===== src/rtl/param_updown_counter_pkg.sv =====
// rtl/param_updown_counter_pkg.sv - shared constants and helpers for the up/down counter
package param_updown_counter_pkg;

  localparam int CNT_WRAP = 0;
  localparam int CNT_SAT  = 1;

  // Limits a requested count to the terminal value; callers size to WIDTH.
  function automatic logic [31:0] clamp_to_max(input logic [31:0] value,
                                               input logic [31:0] max_value);
    return (value > max_value) ? max_value : value;
  endfunction

endpackage


===== src/rtl/sticky_flag.sv =====
// rtl/sticky_flag.sv - set/clear flag register where a set beats a simultaneous clear
module sticky_flag (
  input  logic clk,
  input  logic reset,
  input  logic set,
  input  logic clear,
  output logic flag
);

  always_ff @(posedge clk or negedge reset) begin
    if (!reset) begin
      flag <= 1'b0;
    end else if (set) begin
      flag <= 1'b1;
    end else if (clear) begin
      flag <= 1'b0;
    end
  end

endmodule


===== src/rtl/param_updown_counter.sv =====
// rtl/param_updown_counter.sv - parametrised up/down counter with wrap/saturate, event pulses and sticky flags
module param_updown_counter
  import param_updown_counter_pkg::*;
#(
  parameter int                WIDTH     = 4,
  parameter longint unsigned   MAX_VALUE = (64'd1 << WIDTH) - 64'd1,
  parameter int                SATURATE  = CNT_WRAP
) (
  input  logic             clk,
  input  logic             reset,
  input  logic             enable,
  input  logic             up_down,
  input  logic             load,
  input  logic [WIDTH-1:0] load_value,
  input  logic             clear_flags,
  output logic [WIDTH-1:0] counter_out,
  output logic             terminal_out,
  output logic             ovf_pulse,
  output logic             unf_pulse,
  output logic             overflow_out,
  output logic             underflow_out
);

  generate
    if (WIDTH < 2 || WIDTH > 32) begin : g_bad_width
      $error("param_updown_counter: WIDTH must be in 2..32");
    end
    if (MAX_VALUE < 64'd1 || MAX_VALUE > ((64'd1 << WIDTH) - 64'd1)) begin : g_bad_max
      $error("param_updown_counter: MAX_VALUE must be in 1..2**WIDTH-1");
    end
    if (SATURATE != CNT_WRAP && SATURATE != CNT_SAT) begin : g_bad_mode
      $error("param_updown_counter: SATURATE must be 0 or 1");
    end
  endgenerate

  localparam logic [WIDTH-1:0] MAX_V = WIDTH'(MAX_VALUE);

  logic [WIDTH-1:0] next_count;
  logic             ovf_event;
  logic             unf_event;
  logic             at_max;
  logic             at_zero;

  assign at_max       = (counter_out == MAX_V);
  assign at_zero      = (counter_out == '0);
  assign terminal_out = up_down ? at_max : at_zero;

  always_comb begin
    next_count = counter_out;
    ovf_event  = 1'b0;
    unf_event  = 1'b0;
    if (load) begin
      next_count = WIDTH'(clamp_to_max(32'(load_value), 32'(MAX_V)));
    end else if (enable) begin
      if (up_down) begin
        if (at_max) begin
          ovf_event  = 1'b1;
          next_count = (SATURATE == CNT_SAT) ? MAX_V : '0;
        end else begin
          next_count = counter_out + WIDTH'(1);
        end
      end else begin
        if (at_zero) begin
          unf_event  = 1'b1;
          next_count = (SATURATE == CNT_SAT) ? '0 : MAX_V;
        end else begin
          next_count = counter_out - WIDTH'(1);
        end
      end
    end
  end

  always_ff @(posedge clk or negedge reset) begin
    if (!reset) begin
      counter_out <= '0;
      ovf_pulse   <= 1'b0;
      unf_pulse   <= 1'b0;
    end else begin
      counter_out <= next_count;
      ovf_pulse   <= ovf_event;
      unf_pulse   <= unf_event;
    end
  end

  sticky_flag u_ovf_flag (
    .clk   (clk),
    .reset (reset),
    .set   (ovf_event),
    .clear (clear_flags),
    .flag  (overflow_out)
  );

  sticky_flag u_unf_flag (
    .clk   (clk),
    .reset (reset),
    .set   (unf_event),
    .clear (clear_flags),
    .flag  (underflow_out)
  );

endmodule


===== config.mk =====
export PLATFORM = sky130hd
export DESIGN_NAME = param_updown_counter
export DESIGN_NICKNAME = d
export VERILOG_FILES = /design/src/rtl/param_updown_counter_pkg.sv /design/src/rtl/sticky_flag.sv /design/src/rtl/param_updown_counter.sv
export SDC_FILE = /design/constraint.sdc
export NUM_CORES = 1
export LEC_CHECK = 0
export CAP_MARGIN = 20
export CORE_UTILIZATION = 30
export CTS_BUF_LIST = sky130_fd_sc_hd__clkbuf_8
export DETAILED_ROUTE_END_ITERATION = 6
export SLEW_MARGIN = 20
export SYNTH_ARGS = -nofsm -noshare
export SYNTH_HDL_FRONTEND = slang
export SYNTH_SLANG_ARGS = --single-unit

===== constraint.sdc =====
create_clock -name clk -period 2 [get_ports clk]
set_clock_uncertainty 0.1 [all_clocks]
set_input_delay 0.6 -clock clk [delete_from_list [all_inputs] [get_ports clk]]
set_output_delay 0.6 -clock clk [all_outputs]
set_load 0.03 [all_outputs]

==> flow_metrics.env <==
export IMPL_ys_top_cells_by_count="dfrtp_1, nand2_1, inv_1"
export IMPL_drc=0
export IMPL_cp_required_ps=1300
export IMPL_first_pass_iters=4
export IMPL_rsz0062_at_grt="true"
export IMPL_crit_slowest_cell="or4b_4"
export IMPL_cts_sinks=8
export IMPL_crit_path_start_kind="register"
export IMPL_synth_adder_area_share=0.0528
export IMPL_syn_area_um2=474
export IMPL_switchingPower_mw=0.179
export IMPL_die_area_mm2=0.00174
export IMPL_arrival_ps=1510
export IMPL_rrSetupSlack_ps=280
export IMPL_pin_count=19
export IMPL_syn_area_per_cell_um2=9.48
export IMPL_portBuffers=18
export IMPL_fp_dieW_um=41.8
export IMPL_grt_pass1_vias=434
export IMPL_initial_core_util=0.343
export IMPL_ys_types=23
export IMPL_grt_pass1_wl_um=1900
export IMPL_synth_compound_area_frac=0.132
export IMPL_synth_warnings=0
export IMPL_seqPwrFrac=0.318
export IMPL_cts_root_buf="clkbuf_8"
export IMPL_drt_wirelength_per_cell_um=11.8
export IMPL_cts_tree="built"
export IMPL_clk_path_buf_depth=2
export IMPL_hold_path_class="register to register"
export IMPL_cp_max_fo=2
export IMPL_cpPeakStageDelay_ps=480
export IMPL_muxShareOfSynthArea=0.0686
export IMPL_synth_edf_count=0
export IMPL_clock_power_share=0.337
export IMPL_gp_congestion=0.829
export IMPL_place_detailed_hpwl_um=861
export IMPL_clk_latency_ps=230
export IMPL_fmax_ghz=0.452
export IMPL_finalHoldViolations=0
export IMPL_drtIter0Drc=6
export IMPL_wl_um=1130
export IMPL_ys_ff_latch=8
export IMPL_rows=13
export IMPL_drive_gt1_frac=0.284
export IMPL_routed_top_layer="met4"
export IMPL_wl_met1_um=530
export IMPL_fin_crit_ps=2210
export IMPL_synth_top_family_by_area="simple AND/OR/NAND/NOR gates"
export IMPL_ir_drop_mv=0.403
export IMPL_grt_ovfl_total=0
export IMPL_postRouteAntennaNets=0
export IMPL_grt_max_degree=10
export IMPL_worstSetupEndpointType="output port"
export IMPL_path_clk_slew_ps=40
export IMPL_setup_viol=1
export IMPL_antenna_found_initial=0
export IMPL_fillers=143
export IMPL_p_int_mw=0.413
export IMPL_holdWs_ps=423
export IMPL_crit_type="register to output port"
export IMPL_route_met3_wl_um=64
export IMPL_tightestPinTransition_ps=361
export IMPL_max_slew_margin_rel=0.758
export IMPL_cap_violations=0
export IMPL_status="complete, but fails checks"
export IMPL_fin_nets=94
export IMPL_cts_htree_levels=1
export IMPL_switching_share=0.303
export IMPL_core_area_mm2=0.00138
export IMPL_comb_power_share=0.345
export IMPL_yosysMostFrequentCell="dfrtp_1"
export IMPL_yosys_area_share_simple=0.206
export IMPL_antennaDiodeCount=0
export IMPL_synth_largest_area_cell="dfrtp_1"
export IMPL_synthTopCellsByArea="dfrtp_1, nand2_1, xnor2_1, ha_1, inv_1"
export IMPL_grt_util_all_layers=0.149
export IMPL_die_h_um=41.8
export IMPL_finalCritPeriodShare=1.11
export IMPL_slew_viol_final=0
export IMPL_async_reset_ff_frac=1.00
export IMPL_cts_inserted_buffers=3
export IMPL_finalSetupTns_ps=-212
export IMPL_utilization=0.582
export IMPL_viasPerCell=4.71
export IMPL_violations="setup timing"
export IMPL_fin_ws_ps=-212
export IMPL_yosysTopAreaCellShare=0.422
export IMPL_multiInputGateArea_um2=264
export IMPL_vias=452
export IMPL_synth_seq_area_share=0.422
export IMPL_cp_top_family="simple AND/OR/NAND/NOR gates"
export IMPL_powerDensity_mw_per_mm2=736
export IMPL_timing_critical_path_cells="inv_2, ha_4, or4b_4, nand2_4, buf_6"
export IMPL_area_delta_synth_final_pct=69.7
export IMPL_wl_met2_um=516
export IMPL_syn_nets=62
export IMPL_leakage_nw=0.376
export IMPL_synth_xor_area_share=0.0554
export IMPL_worst_path_buf_inv=2
export IMPL_yosys_most_used_dff="dfrtp_1"
export IMPL_seq_area_um2=203
export IMPL_synthCells=50
[what timing repair did]
action | 4_1_cts | 5_1_grt
pin swaps | 3 | 1
setup endpoints to repair | 5 | 2
resized for setup | 6 | 1
buffers inserted | 1 | 1
hold buffers | 0 | 0
[power groups by stage]
stage / logic (mW) / registers, mW / clock network, mW
global placement: 0.202 / 0.190 / 0
floorplan: 0.0811 / 0.224 / 0
finish: 0.204 / 0.188 / 0.200
detailed placement: 0.203 / 0.191 / 0
global route: 0.222 / 0.191 / 0.217
CTS: 0.203 / 0.188 / 0.204
[worst reg2reg max path, stage by stage, from the launching register on]
cell	delay, ps
dfrtp_2	400
inv_2	80
ha_4	130
or4b_4	480
buf_4	170
nor2b_4	110
o21ai_1	70
a211o_1	130
[flip-flops by register name (all words and copies together) (netlist names)]
signal	flops
u_unf_flag.flag	1
ovf_pulse	1
counter_out	4
unf_pulse	1
u_ovf_flag.flag	1
[cell usage in the layout, fill, tap and decap left out, drive strengths merged]
cell,netlist,layout
xnor2,3,3
nand4,1,1
mux2i,1,1
a21oi,2,2
dlygate4sd2,0,3
dlymetal6s2s,0,1
o21ai,5,5
o22ai,2,2
clkbuf,0,3
nand2,7,7
nand2b,1,1
clkdlybuf4s50,0,12
mux2,2,2
dfrtp,8,8
nor3b,1,1
nor3,1,1
or4,1,1
a211o,1,1
nor2,3,3
a31oi,1,1
nor2b,1,1
buf,1,11
or4b,1,1
clkdlybuf4s15,0,1
ha,2,2
inv,5,6
[path summary, 6_finish.rpt]
| path | from | end | cells after the start |
|---|---|---|---|
| setup / recovery | counter_out[0] | terminal_out | 5 |
| hold / removal | u_unf_flag.flag | u_unf_flag.flag | 2 |
| setup reg to reg | counter_out[0] | counter_out[3] | 7 |
| hold reg to reg | u_unf_flag.flag | u_unf_flag.flag | 2 |
| max in group asynchronous | reset | counter_out[1] | 1 |
| min in group asynchronous | reset | ovf_pulse | 1 |
[area by class of cell]
class,instances,area share
inverters,5,0.0233
well taps,15,0.0233
clock inverters,1,0.00467
flip-flops and latches,8,0.252
clock buffers,3,0.0513
repair buffers,28,0.317
multi-input cells,36,0.328
[routing by layer]
layer	vias up	track usage
li1	233	-
met1	205	0.194
met2	12	0.213
met3	2	0.0652
met4	0	0.0581
met5	-	0
[cells by family after synthesis]
logic type | count (synthesis)
multiplexers | 3
buffers and inverters | 6
AND/OR/NAND/NOR | 17
flip-flops | 8
adder cells (fa/ha/maj) | 2
XOR/XNOR | 3
AO/OA/AOI/OAI | 11
[stage by stage]
step                instance area [µm²]  power [mW]  cells  worst slack (ps)
global route                        805       0.630     96              -259
floorplan                           497       0.305     50             -18.9
CTS                                 795       0.595     95              -231
detailed placement                  742       0.394     90              -518
finish                              805       0.592     96              -212
global placement                    742       0.392     90              -523
(Power assumes the default switching activity.)
